==> config.mk <==
export PLATFORM = sky130hd
export DESIGN_NAME = tlul_scratch_dev
export DESIGN_NICKNAME = d
export VERILOG_FILES = /design/src/rtl/tlul_scratch_dev.sv
export SDC_FILE = /design/constraint.sdc
export NUM_CORES = 1
export LEC_CHECK = 0
export CORE_ASPECT_RATIO = 1.1
export CORE_UTILIZATION = 50
export CTS_CLUSTER_DIAMETER = 80
export DETAILED_ROUTE_END_ITERATION = 10
export PLACE_DENSITY = 0.69
export SLEW_MARGIN = 0
export SYNTH_ARGS = -nofsm -noshare
export SYNTH_HDL_FRONTEND = slang
export SYNTH_SLANG_ARGS = --single-unit
==> constraint.sdc <==
create_clock -name clk_i -period 52.9 [get_ports clk_i]
set_input_delay 5.29 -clock clk_i [delete_from_list [all_inputs] [get_ports clk_i]]
set_output_delay 5.29 -clock clk_i [all_outputs]
set_load 0.005 [all_outputs]
==> src/rtl/tlul_scratch_dev.sv <==
// ============================================================================
// Module   : tlul_scratch_dev (with tlul_pkg)
// Brief    : TL-UL device with a word-addressed scratch memory and fixed
//            response latency. Optional macro TLUL_SCRATCH_ERR_EN enables
//            d_error reporting for out-of-range or unsupported requests.
// Revision : 1.0 - initial release
// ============================================================================
`timescale 1ns/1ps
`default_nettype none

package tlul_pkg;
  localparam logic [2:0] c_op_put_full    = 3'h0;
  localparam logic [2:0] c_op_put_partial = 3'h1;
  localparam logic [2:0] c_op_get         = 3'h4;
  localparam logic [2:0] c_op_ack         = 3'h0;
  localparam logic [2:0] c_op_ack_data    = 3'h1;

  typedef struct packed {
    logic        a_valid;
    logic [2:0]  a_opcode;
    logic [2:0]  a_param;
    logic [1:0]  a_size;
    logic [7:0]  a_source;
    logic [31:0] a_address;
    logic [3:0]  a_mask;
    logic [31:0] a_data;
    logic [15:0] a_user;
    logic        d_ready;
  } tl_h2d_t;

  typedef struct packed {
    logic        d_valid;
    logic [2:0]  d_opcode;
    logic [2:0]  d_param;
    logic [1:0]  d_size;
    logic [7:0]  d_source;
    logic        d_sink;
    logic [31:0] d_data;
    logic [15:0] d_user;
    logic        d_error;
    logic        a_ready;
  } tl_d2h_t;
endpackage

module tlul_scratch_dev #(
  parameter int unsigned Words      = 16,
  parameter int unsigned WaitCycles = 0
) (
  input  logic               clk_i,
  input  logic               rst_i,
  input  tlul_pkg::tl_h2d_t  tl_i,
  output tlul_pkg::tl_d2h_t  tl_o
);
  import tlul_pkg::*;

  localparam int unsigned IDX_W  = $clog2(Words);
  localparam logic [3:0]  c_wait = 4'(WaitCycles);

  typedef enum logic [1:0] {
    ST_IDLE = 2'd0,
    ST_WAIT = 2'd1,
    ST_RESP = 2'd2
  } state_e;

  state_e             r_state;
  state_e             w_state_next;
  logic [3:0]         r_cnt;
  logic [31:0]        r_mem [Words];
  logic [2:0]         r_d_opcode;
  logic [7:0]         r_d_source;
  logic [1:0]         r_d_size;
  logic [31:0]        r_d_data;
  logic               r_d_error;

  logic               w_accept;
  logic [IDX_W-1:0]   w_idx;
  logic               w_is_put;
  logic               w_is_get;
  logic               w_err;
  logic               w_ack_data;
  logic               w_write;
  logic               w_unused;

  // Fields outside the decoded set (param, user, low/high address bits) are
  // intentionally ignored.
  assign w_unused = ^tl_i;

  assign w_accept = (r_state == ST_IDLE) && tl_i.a_valid;
  assign w_idx    = tl_i.a_address[2 +: IDX_W];
  assign w_is_put = (tl_i.a_opcode == c_op_put_full) ||
                    (tl_i.a_opcode == c_op_put_partial);
  assign w_is_get = (tl_i.a_opcode == c_op_get);

`ifdef TLUL_SCRATCH_ERR_EN
  assign w_err      = ({2'b00, tl_i.a_address[31:2]} >= 32'(Words)) ||
                      !(w_is_put || w_is_get);
  assign w_ack_data = w_is_get;
`else
  // Anything that is not a Put is served as a Get; addresses alias.
  assign w_err      = 1'b0;
  assign w_ack_data = !w_is_put;
`endif

  assign w_write = w_accept && w_is_put && !w_err;

  always_ff @(posedge clk_i or posedge rst_i) begin
    if (rst_i) begin
      r_state <= ST_IDLE;
    end else begin
      r_state <= w_state_next;
    end
  end

  always_comb begin
    w_state_next = r_state;
    case (r_state)
      ST_IDLE: begin
        if (tl_i.a_valid) begin
          w_state_next = (c_wait != 4'd0) ? ST_WAIT : ST_RESP;
        end
      end
      ST_WAIT: begin
        if (r_cnt == 4'd1) begin
          w_state_next = ST_RESP;
        end
      end
      ST_RESP: begin
        if (tl_i.d_ready) begin
          w_state_next = ST_IDLE;
        end
      end
      default: w_state_next = ST_IDLE;
    endcase
  end

  always_ff @(posedge clk_i or posedge rst_i) begin
    if (rst_i) begin
      r_cnt      <= 4'd0;
      r_d_opcode <= 3'd0;
      r_d_source <= 8'd0;
      r_d_size   <= 2'd0;
      r_d_data   <= 32'd0;
      r_d_error  <= 1'b0;
      for (int i = 0; i < int'(Words); i++) begin
        r_mem[i] <= 32'd0;
      end
    end else begin
      if (w_accept) begin
        r_cnt      <= c_wait;
        r_d_opcode <= w_ack_data ? c_op_ack_data : c_op_ack;
        r_d_source <= tl_i.a_source;
        r_d_size   <= tl_i.a_size;
        r_d_error  <= w_err;
        r_d_data   <= (w_ack_data && !w_err) ? r_mem[w_idx] : 32'd0;
      end else if (r_state == ST_WAIT) begin
        r_cnt <= r_cnt - 4'd1;
      end
      if (w_write) begin
        for (int k = 0; k < 4; k++) begin
          if (tl_i.a_mask[k]) begin
            r_mem[w_idx][8*k +: 8] <= tl_i.a_data[8*k +: 8];
          end
        end
      end
    end
  end

  // Handshake signals come from state alone so reset kills d_valid at once.
  always_comb begin
    tl_o          = '0;
    tl_o.a_ready  = (r_state == ST_IDLE);
    tl_o.d_valid  = (r_state == ST_RESP);
    tl_o.d_opcode = r_d_opcode;
    tl_o.d_source = r_d_source;
    tl_o.d_size   = r_d_size;
    tl_o.d_data   = r_d_data;
    tl_o.d_error  = r_d_error;
  end

endmodule

`default_nettype wire

==> results.rst, run 1 <==
.. list-table::
   :header-rows: 1

   * - Metric
     - Value
   * - Worst slew margin relative to its limit
     - 33.4%
   * - Cell type with the highest aggregate area in the netlist
     - dfrtp_1
   * - Slowest CP cell
     - buf_4
   * - Maximum level of the CTS H-tree
     - 2
   * - Initial antenna violation count
     - 1
   * - Worst Path Max Fanout
     - 183
   * - Worst min-delay path category
     - flop to flop
   * - Hold bufs inserted after CTS
     - 0
   * - Setup repair after global routing missed its margin
     - false
   * - Areal power density over the cells
     - 33.4 mW/mm²
   * - Total non-filler cell area in the finished layout
     - 0.0281 mm²
   * - Total wire length
     - 55900 µm
   * - Cell Area, Synth
     - 0.0249 mm²
   * - Count of cells resized by post-cts repair
     - 0
   * - Max-slew violation count
     - 0
   * - Register-to-register setup slack
     - 50270 ps
   * - Startpoint-to-endpoint class of the critical path
     - input pin to async pin
   * - Status
     - finished clean
   * - CTS tree
     - done
   * - Netlist cell types
     - 29
   * - Count of unresolved DRC violations after routing
     - 0
   * - Input/output buffers
     - 100
   * - DP Area
     - 0.0263 mm²
   * - Die boundary width
     - 215 µm
   * - Number of core rows
     - 85
   * - Total gr overflow
     - 0
   * - Worst R2R Path Depth
     - 5
   * - Area of the core
     - 0.0490 mm²
   * - First-pass GRT wire length
     - 89400 µm
   * - Layout cells sized above 1
     - 37.5%
   * - Total of max-cap violations
     - 0
   * - Leak pwr
     - 0.0138 µW
   * - Final Skew
     - 21.0 ps
   * - Final-layout setup total negative slack
     - 0 ps
   * - Average footprint of a synthesized cell
     - 14.6 µm²
   * - Number of global-route vias before repair
     - 15400
   * - Starting Density
     - 50.8%
   * - Non-filler cells, final
     - 2469
   * - Area share of the largest cell type after synthesis
     - 55.9%
   * - Flip-flop and latch count after synthesis
     - 556
   * - Maximum operating frequency
     - 108 MHz
   * - GP Congestion
     - 0.766
   * - Shortest clock period the worst path allows after layout
     - 9240 ps
   * - Master cell of the clock root buffer
     - clkbuf_16
   * - Number of nets with antenna violations after routing
     - 0
   * - Floorplan die area
     - 0.0507 mm²
   * - Number of setup violations in the final report
     - 0
   * - Worst setup EP type
     - async pin
   * - Clock buffer count from CTS
     - 55
   * - Violation count after the first detailed-route iteration
     - 864
   * - Drt pass-1 iters
     - 5
   * - Worst VDD drop
     - 20.2 µV
   * - Critical path launch point type
     - input pin
   * - Filler cells
     - 3915
   * - Synthesis Warnings
     - 0
   * - Setup crit start
     - rst_i
   * - Number of clock sinks
     - 556
   * - Synth top area cells
     - dfrtp_1 (56%), mux2_2 (21%), mux4_2 (6.0%), mux2i_1 (5.0%), a22oi_1 (2.8%)
   * - Reg-to-reg critical path endpoint
     - r_mem[154]
   * - Tot GR Track Use
     - 22.8%
   * - Worst Hold Depth
     - 2
   * - Reg clk slew, reported paths
     - 60 ps
   * - Buffers from clock root to sink, at most
     - 3
   * - Proportion of synthesized chip area in sequential cells
     - 55.9%
   * - Worst min-delay path endpoint
     - r_d_source[2]
   * - Share of the clock period used by the worst path after layout
     - 17.5%
   * - Drt via density
     - 5.82
   * - Tightest Pin Transition
     - 998 ps
   * - Crit path required time
     - 53510 ps
   * - Maximum number of pins on one net before global-route repair
     - 184
   * - Number of nets in the finished design
     - 1884
   * - Post-DR wirelength/cell
     - 22.6 µm
   * - Final Util
     - 57.2%
   * - Die boundary height
     - 236 µm
   * - Top library cells by usage in the layout, fill and taps aside
     - dfrtp_1 (556), mux2_2 (469), mux2i_1 (124)
   * - Number of buffers added for setup after CTS
     - 0
   * - Critical path data arrival time
     - 9850 ps
   * - Cell Count Post-Placement
     - 2375
   * - Critical hold path startpoint
     - r_d_source[2]
   * - Relative area change from synthesis to final layout
     - 12.7%
   * - Max incr delay on CP
     - 870 ps
   * - Crit path cell chain
     - clkdlybuf4s50_1, inv_8, buf_4, buf_12, buf_4, buf_4
   * - IO Pins
     - 172
   * - Later-pin clock latency in the skew report
     - 600 ps
   * - Via Count
     - 14400
   * - Hold violation total from the final report
     - 0
   * - Number of cells produced by synthesis
     - 1706
   * - Post-detail-place hpwl
     - 34400 µm
   * - Worst reg2reg path startpoint
     - r_state[1]
   * - Most used cell along the critical path
     - buf_4
   * - Leading cell type in the layout, fill and taps excluded
     - dfrtp_1
-- logic make-up after synthesis --
family / share of synthesized area [%]
buffers and inverters: 2.70
other: 0.0151
muxes: 34.2
and+or+nand+nor: 4.32
AOI/OAI and AO/OA: 2.92
DFF: 55.9
-- metrics by stage --
step                setup WS (ps)  total power (µW)  hold slack [ps]
global placement            43050               560              462
finish                      43660               938              477
CTS                         43480               948              480
floorplan                   32060               532              459
global route                42950               975              496
detailed placement          42870               565              465
-- cells in the mapped netlist (all sizes together) --
cell / number
clkbuf: 65
nor4: 1
a22o: 1
dfrtp: 556
nand2: 128
nand3: 62
a221o: 1
mux2i: 124
o21ai: 2
nand2b: 5
mux2: 513
a22oi: 93
nor2b: 3
nor3: 9
buf: 58
and2: 1
and3: 4
nor2: 11
conb: 1
mux4: 66
inv: 2
-- power by group --
part	internal, µW	total, µW	switching, µW
clock network	223	381	158
registers	453	467	14.1
logic	44.9	89.0	44.0
total	721	938	216
-- state kept, by name, indices dropped and copies added, names as in the netlist --
name	flops
r_d_source	8
r_mem	512
r_d_size	2
r_d_data	32
r_state	1
r_d_opcode	1
-- worst max path at each step --
stage and to:
2_1_floorplan r_d_data[0], 3_3_place_gp r_mem[10], 3_5_place_dp r_mem[10], 4_1_cts r_d_data[10], 5_1_grt r_mem[78], 6_report r_mem[111]
-- area by class of cell --
cell class | count | area [µm²] | share of cell area (%)
diodes | 1 | 2.50 | 0.00892
clock buffers | 77 | 1560 | 5.56
clock inverters | 16 | 184 | 0.655
inverters | 2 | 15.0 | 0.0535
multi-input cells | 1047 | 10400 | 37.1
flip-flops and latches | 556 | 13900 | 49.6
well taps | 652 | 816 | 2.91
repair buffers | 118 | 1150 | 4.10
-- worst max-delay path, delay by kind of cell --
kind                   cells  cell delay, ps
buffers and inverters      6            4260
-- layer usage --
layer	vias up	global-route usage (%)	part of all wire (%)
li1	6380	-	-
met1	7597	30.3	43
met4	2	4.72	1.6
met2	306	38.5	50
met3	75	4.75	5.2
met5	-	0	0.025
No activity file was read; power rests on OpenSTA's default activity.
==> run 2, diff against run 1 <==
clock period = 8.7 ns   (was 52.9 ns; I/O delays follow)
==> run 2 against run 1 <==
  * Die area did not move
  * Routed wire length fell by 0.48%
  * Register-to-register slack got worse by 45000 ps
  * Power rose to 6.1 times the previous value
  * Global-route usage fell by 0.22 points
  * Utilization barely moved
  * Critical path depth did not move
  * First-iteration DRC count rose by 11%
==> results.rst, run 2 (synthesized netlist as in run 1, its figures left out) <==
.. list-table::
   :header-rows: 1

   * - Metric
     - Value
   * - Number of nets with antenna violations after routing
     - 0 (unchanged)
   * - Layout cells sized above 1
     - 37.1% (-0.36 points)
   * - Post-route setup slack
     - 5150 ps (-38510 ps)
   * - Final Skew
     - 16.2 ps (-4.80 ps)
   * - Final Util
     - 57.2% (about the same)
   * - Worst min-delay path category
     - flop to flop
   * - DP Area
     - 0.0263 mm² (about the same)
   * - Clock network fraction of total power
     - 40.6% (about the same)
   * - Crit path cell chain
     - buf_8, buf_4, buf_4, mux4_2, a22oi_1, nand3_1
   * - Share of the clock period used by the worst path after layout
     - 40.8%
   * - Number of core rows
     - 85 (unchanged)
   * - Violation count after the first detailed-route iteration
     - 957 (+11%)
   * - Register ranked first by flip-flop count
     - r_mem
   * - Sum of buffers and inverters on the critical path
     - 3 (-3)
   * - Flop pwr share
     - 49.9% (about the same)
   * - IO Pins
     - 172 (unchanged)
   * - Setup repair after global routing missed its margin
     - false
   * - Critical path launch point type
     - input pin
   * - Top library cells by usage in the layout, fill and taps aside
     - dfrtp_1 (556), mux2_2 (469), mux2i_1 (124)
   * - CTS tree
     - done
   * - Crit path max-delay family
     - buffers and inverters
   * - Reg clk slew, reported paths
     - 60 ps (about the same)
   * - Most used cell along the critical path
     - buf_4
   * - Post-DR wirelength/cell
     - 22.5 µm (-0.60%)
   * - Floorplan die area
     - 0.0507 mm² (unchanged)
   * - Area of the core
     - 0.0490 mm² (unchanged)
   * - Cell-internal power
     - 4360 µW (+510%)
   * - Die boundary height
     - 236 µm (unchanged)
   * - GP Congestion
     - 0.778 (+1.6%)
   * - Post-detail-place hpwl
     - 34600 µm (+0.47%)
   * - Die boundary width
     - 215 µm (unchanged)
   * - Sw Share
     - 23.4% (+0.29 points)
   * - Clock buffer count from CTS
     - 57 (+3.6%)
   * - Worst VDD drop
     - 165 µV (+710%)
   * - Maximum number of pins on one net before global-route repair
     - 204 (+11%)
   * - Total of max-cap violations
     - 0 (unchanged)
   * - Hold slack final
     - 470 ps (-6.93 ps)
   * - Total wire length
     - 55600 µm (-0.48%)
   * - Final-layout setup total negative slack
     - 0 ps (unchanged)
   * - Maximum level of the CTS H-tree
     - 2 (unchanged)
   * - Startpoint-to-endpoint class of the critical path
     - input pin to flop
   * - Number of setup violations in the final report
     - 0 (unchanged)
   * - Count of unresolved DRC violations after routing
     - 0 (unchanged)
   * - ANT cells
     - 0 (-1)
   * - Initial antenna violation count
     - 1 (unchanged)
   * - Number of clock sinks
     - 556 (unchanged)
   * - Maximum operating frequency
     - 282 MHz
   * - Later-pin clock latency in the skew report
     - 610 ps (about the same)
   * - Buffers from clock root to sink, at most
     - 3 (unchanged)
   * - Worst slew margin relative to its limit
     - 18.8% (-15 points)
   * - Number of nets in the finished design
     - 1886 (+0.11%)
   * - Via Count
     - 14400 (+0.13%)
   * - Count of cells resized by post-cts repair
     - 0 (unchanged)
   * - Number of global-route vias before repair
     - 15400 (+0.22%)
   * - Max incr delay on CP
     - 720 ps (-150 ps)
   * - Crit path required time
     - 9180 ps (-44330 ps)
   * - Drt pass-1 iters
     - 5 (unchanged)
   * - Max reg flops
     - 512 (unchanged)
   * - Hold violation total from the final report
     - 0 (unchanged)
   * - Drt via density
     - 5.82 (about the same)
   * - Leading cell type in the layout, fill and taps excluded
     - dfrtp_1
   * - First-pass GRT wire length
     - 88400 µm (-1.0%)
   * - Worst slack after detailed placement
     - 4520 ps (-38350 ps)
   * - Areal power density over the cells
     - 203 mW/mm² (+510%)
   * - Relative area change from synthesis to final layout
     - 12.7% (about the same)
   * - Registers with the most flip-flops
     - r_mem x512, r_d_data x32, r_d_source x8
   * - Switching power total
     - 1330 µW (+510%)
   * - Worst setup EP type
     - flop
   * - Worst Path Max Fanout
     - 76 (-58%)
   * - Shortest clock period the worst path allows after layout
     - 3550 ps
   * - Combinational share of power
     - 9.5% (about the same)
   * - Starting Density
     - 50.8% (unchanged)
   * - Status
     - finished clean
   * - Total gr overflow
     - 0 (unchanged)
   * - Tot GR Track Use
     - 22.6% (-0.22 points)
   * - Leak pwr
     - 0.0138 µW (-0.12%)
   * - Hold bufs inserted after CTS
     - 0 (unchanged)
   * - Tightest Pin Transition
     - 1210 ps (+213 ps)
   * - Critical path data arrival time
     - 4030 ps (-5820 ps)
   * - Max-slew violation count
     - 0 (unchanged)
   * - Input/output buffers
     - 100 (unchanged)
   * - Total non-filler cell area in the finished layout
     - 0.0281 mm² (about the same)
   * - Number of buffers added for setup after CTS
     - 0 (unchanged)
   * - Slowest CP cell
     - buf_4
   * - Master cell of the clock root buffer
     - clkbuf_16
run 2: cell count changes in the layout (fill, tap and decap cells not counted):
cell | before | now
clkbuf_1 | 12 | 21
clkinv_2 | 11 | 5
clkbuf_16 | 55 | 59
bufinv_16 | 4 | 1
clkbuf_8 | 10 | 8
clkinvlp_4 | 0 | 2
buf_12 | 1 | 2
buf_4 | 18 | 17
clkinv_4 | 0 | 1
diode_2 | 1 | 0
inv_8 | 1 | 0
run 2: metal layers:
layer	vias up	track usage (%)	routed length, µm
met2	309	37.6	27300
met4	2	6.84	1310
met5	-	0	15
met3	97	3.96	2840
met1	7591	30.2	24100
li1	6380	-	-
run 2: final timing paths:
check	cells after the start	to	slack, ps	startpoint
worst min register to register	2	r_d_size[1]	470	r_d_size[1]
min in group asynchronous	2	r_d_data[27]	670	rst_i
worst min-delay path	2	r_d_size[1]	470	r_d_size[1]
max in group asynchronous	4	r_mem[203]	5670	rst_i
worst max-delay path	6	r_d_data[19]	5150	tl_i[55]
worst max register to register	6	r_d_data[15]	5740	r_state[1]
run 2: power groups by stage:
stage               combinational (µW)  sequential, µW  clock, µW
floorplan                          367            2870          0
global placement                   529            2880          0
detailed placement                 547            2890          0
CTS                                549            2840       2370
global route                       594            2860       2470
finish                             540            2840       2310
run 2: final cells by class:
class	instances	area [µm²]
Timing Repair Buffer	118	1160
Clock inverter	9	80.1
Fill cell	3946	21000
Inverter	2	11.3
Clock buffer	88	1670
Sequential cell	556	13900
Tap cell	652	816
Multi-Input combinational cell	1047	10400
run 2: stage by stage:
stage	instances	power (µW)
6_report	2472	5690
5_1_grt	2472	5930
4_1_cts	2472	5760
3_5_place_dp	2375	3440
3_3_place_gp	2375	3410
2_1_floorplan	1728	3240
run 2: worst reg2reg max path, cell delays in order (launching register included):
cell	delay [ps]
dfrtp_1	390
nand2b_2	250
buf_4	380
nor3_2	1000
buf_4	550
a22oi_1	210
nand3_1	120
==> run 3, diff against run 2 <==
clock period = 3.5 ns   (was 8.7 ns; I/O delays follow)
==> run 3 against run 2 <==
  * Clock power grew to 2.7 times the previous value
  * Combinational power grew to 2.6 times the previous value
  * Register-to-register slack worse by 4800 ps
  * Critical path depth is 1 lower
  * Sequential share of layout area is 0.73 points lower
  * Non-clock buffer count is 23 higher
  * Critical path type is now flop to flop
  * Largest cell class unchanged
  * Highest routed layer unchanged
==> results.rst, run 3 (synthesized netlist as in run 1, its figures left out) <==
.. list-table::
   :header-rows: 1

   * - Metric
     - Value
   * - Met3 Usage GRT
     - 3.97% (+0.013 points)
   * - Worst slew margin relative to its limit
     - 48.5% (+30 points)
   * - Flop pwr share
     - 48.5% (-1.4 points)
   * - Count of cells resized by post-cts repair
     - 0 (unchanged)
   * - Leak pwr
     - 0.0140 µW (+1.6%)
   * - Worst Path Max Fanout
     - 19 (-75%)
   * - Number of clock sinks
     - 556 (unchanged)
   * - Areal power density over the cells
     - 512 mW/mm² (+150%)
   * - Floorplan die area
     - 0.0507 mm² (unchanged)
   * - Number of core rows
     - 85 (unchanged)
   * - Worst VDD drop
     - 353 µV (+110%)
   * - Total of max-cap violations
     - 0 (unchanged)
   * - Post-DR wirelength/cell
     - 22.7 µm (+0.86%)
   * - Via Count
     - 14500 (+1.1%)
   * - First-pass GRT wire length
     - 90000 µm (+1.8%)
   * - Clock network fraction of total power
     - 42.1% (+1.5 points)
   * - Hold violation total from the final report
     - 0 (unchanged)
   * - Cell-internal power
     - 11200 µW (+160%)
   * - CTS tree
     - done
   * - Layout cells sized above 1
     - 38.3% (+1.2 points)
   * - DP Area
     - 0.0266 mm² (+0.99%)
   * - Master cell of the clock root buffer
     - clkbuf_16
   * - Number of global-route vias before repair
     - 15500 (+0.36%)
   * - Total gr overflow
     - 0 (unchanged)
   * - Register ranked first by flip-flop count
     - r_mem
   * - Total wire length
     - 56800 µm (+2.2%)
   * - Number of setup violations in the final report
     - 0 (unchanged)
   * - Reg clk slew, reported paths
     - 60 ps (about the same)
   * - Die boundary height
     - 236 µm (unchanged)
   * - Area of the core
     - 0.0490 mm² (unchanged)
   * - Drt pass-1 iters
     - 5 (unchanged)
   * - Maximum level of the CTS H-tree
     - 2 (unchanged)
   * - Number of nets with antenna violations after routing
     - 0 (unchanged)
   * - Later-pin clock latency in the skew report
     - 610 ps (about the same)
   * - Die boundary width
     - 215 µm (unchanged)
   * - Input/output buffers
     - 100 (unchanged)
   * - Non-filler cells, final
     - 2505 (+1.3%)
   * - Leading cell type in the layout, fill and taps excluded
     - dfrtp_1
   * - Total non-filler cell area in the finished layout
     - 0.0285 mm² (+1.5%)
   * - Final-layout setup total negative slack
     - 0 ps (unchanged)
   * - Startpoint-to-endpoint class of the critical path
     - flop to flop
   * - Maximum operating frequency
     - 384 MHz
   * - Tightest Pin Transition
     - 766 ps (-446 ps)
   * - Switching power total
     - 3350 µW (+150%)
   * - Worst setup EP type
     - flop
   * - Shortest clock period the worst path allows after layout
     - 2600 ps
   * - Max reg flops
     - 512 (unchanged)
   * - Critical path launch point type
     - flop
   * - Sw Share
     - 23.0% (-0.38 points)
   * - Starting Density
     - 50.8% (unchanged)
   * - Top library cells by usage in the layout, fill and taps aside
     - dfrtp_1 (556), mux2_2 (469), mux2i_1 (124)
   * - Final Skew
     - 14.2 ps (-1.99 ps)
   * - Hold bufs inserted after CTS
     - 0 (unchanged)
   * - Tot GR Track Use
     - 23.1% (+0.55 points)
   * - Buffers from clock root to sink, at most
     - 3 (unchanged)
   * - Status
     - finished clean
   * - GP Congestion
     - 0.783 (+0.71%)
   * - Number of buffers added for setup after CTS
     - 0 (unchanged)
   * - Number of nets in the finished design
     - 1908 (+1.2%)
   * - Worst min-delay path category
     - input pin to async pin
   * - Registers with the most flip-flops
     - r_mem x512, r_d_data x32, r_d_source x8
   * - Post-detail-place hpwl
     - 35600 µm (+2.8%)
   * - Layer carrying the most global-route usage
     - met2
   * - Global-route met2 utilization
     - 38.3% (+0.72 points)
   * - Max-slew violation count
     - 0 (unchanged)
   * - Initial antenna violation count
     - 2 (+1)
   * - Maximum number of pins on one net before global-route repair
     - 99 (-51%)
   * - Crit path required time
     - 3990 ps (-5190 ps)
   * - Met1 Use GR
     - 31.1% (+0.87 points)
   * - Count of unresolved DRC violations after routing
     - 0 (unchanged)
   * - Clock buffer count from CTS
     - 56 (-1.8%)
   * - Setup repair after global routing missed its margin
     - false
   * - Violation count after the first detailed-route iteration
     - 824 (-14%)
   * - Critical path data arrival time
     - 3100 ps (-930 ps)
   * - Relative area change from synthesis to final layout
     - 14.4%
   * - Cell Count Post-Placement
     - 2398 (+0.97%)
   * - Drt via density
     - 5.80 (-0.27%)
   * - Combinational share of power
     - 9.4% (about the same)
   * - IO Pins
     - 172 (unchanged)
   * - Share of the clock period used by the worst path after layout
     - 74.4%
-- run 3: worst max-delay path: stages (launching register included) --
cell and delay [ps]:
dfrtp_1 400, nor2b_1 120, buf_4 270, and3_1 610, nand2_1 610, mux2_2 460
-- run 3: path summary, 6_finish.rpt --
| path | slack, ps | depth (start not counted) | from | to |
|---|---|---|---|---|
| worst max-delay path | 900 | 5 | r_state[1] | r_mem[245] |
| worst min-delay path | 190 | 2 | rst_i | r_d_data[26] |
| worst max register to register | 900 | 5 | r_state[1] | r_mem[245] |
| worst min register to register | 470 | 2 | r_d_source[5] | r_d_source[5] |
| max in group asynchronous | 2270 | 4 | rst_i | r_mem[174] |
| min in group clk_i | 270 | 3 | tl_i[91] | r_d_source[6] |
-- run 3: final cells by class --
type | count | area (µm²)
diodes | 5 | 12.5
clock buffers | 89 | 1700
clock inverters | 13 | 194
fillers | 3877 | 20500
inverters | 2 | 11.3
multi-input cells | 1047 | 10400
flip-flops and latches | 556 | 13900
well taps | 652 | 816
repair buffers | 141 | 1420
-- run 3: per-stage QoR --
step | utilization, % | power [µW] | hold slack, ps | setup slack [ps]
2_1_floorplan | - | 8050 | 446 | -4420
3_3_place_gp | 54.2 | 8500 | 460 | 524
3_5_place_dp | 54.2 | 8570 | 463 | 481
4_1_cts | 58.1 | 14700 | 170 | 946
5_1_grt | 58.1 | 15100 | 209 | 724
6_report | 58.1 | 14600 | 187 | 895
-- run 3: power groups by stage --
stage | Combinational, µW | Sequential (µW) | Clock [µW]
floorplan | 912 | 7130 | 0
detailed placement | 1390 | 7180 | 0
global placement | 1350 | 7150 | 0
CTS | 1400 | 7060 | 6250
global route | 1510 | 7110 | 6510
finish | 1380 | 7070 | 6140
-- run 3: metal layers --
| layer | wire, µm | part of all wire (%) |
|---|---|---|
| met1 | 24700 | 43 |
| met2 | 27900 | 49 |
| met3 | 2930 | 5.2 |
| met4 | 1340 | 2.4 |
| met5 | 12 | 0.021 |
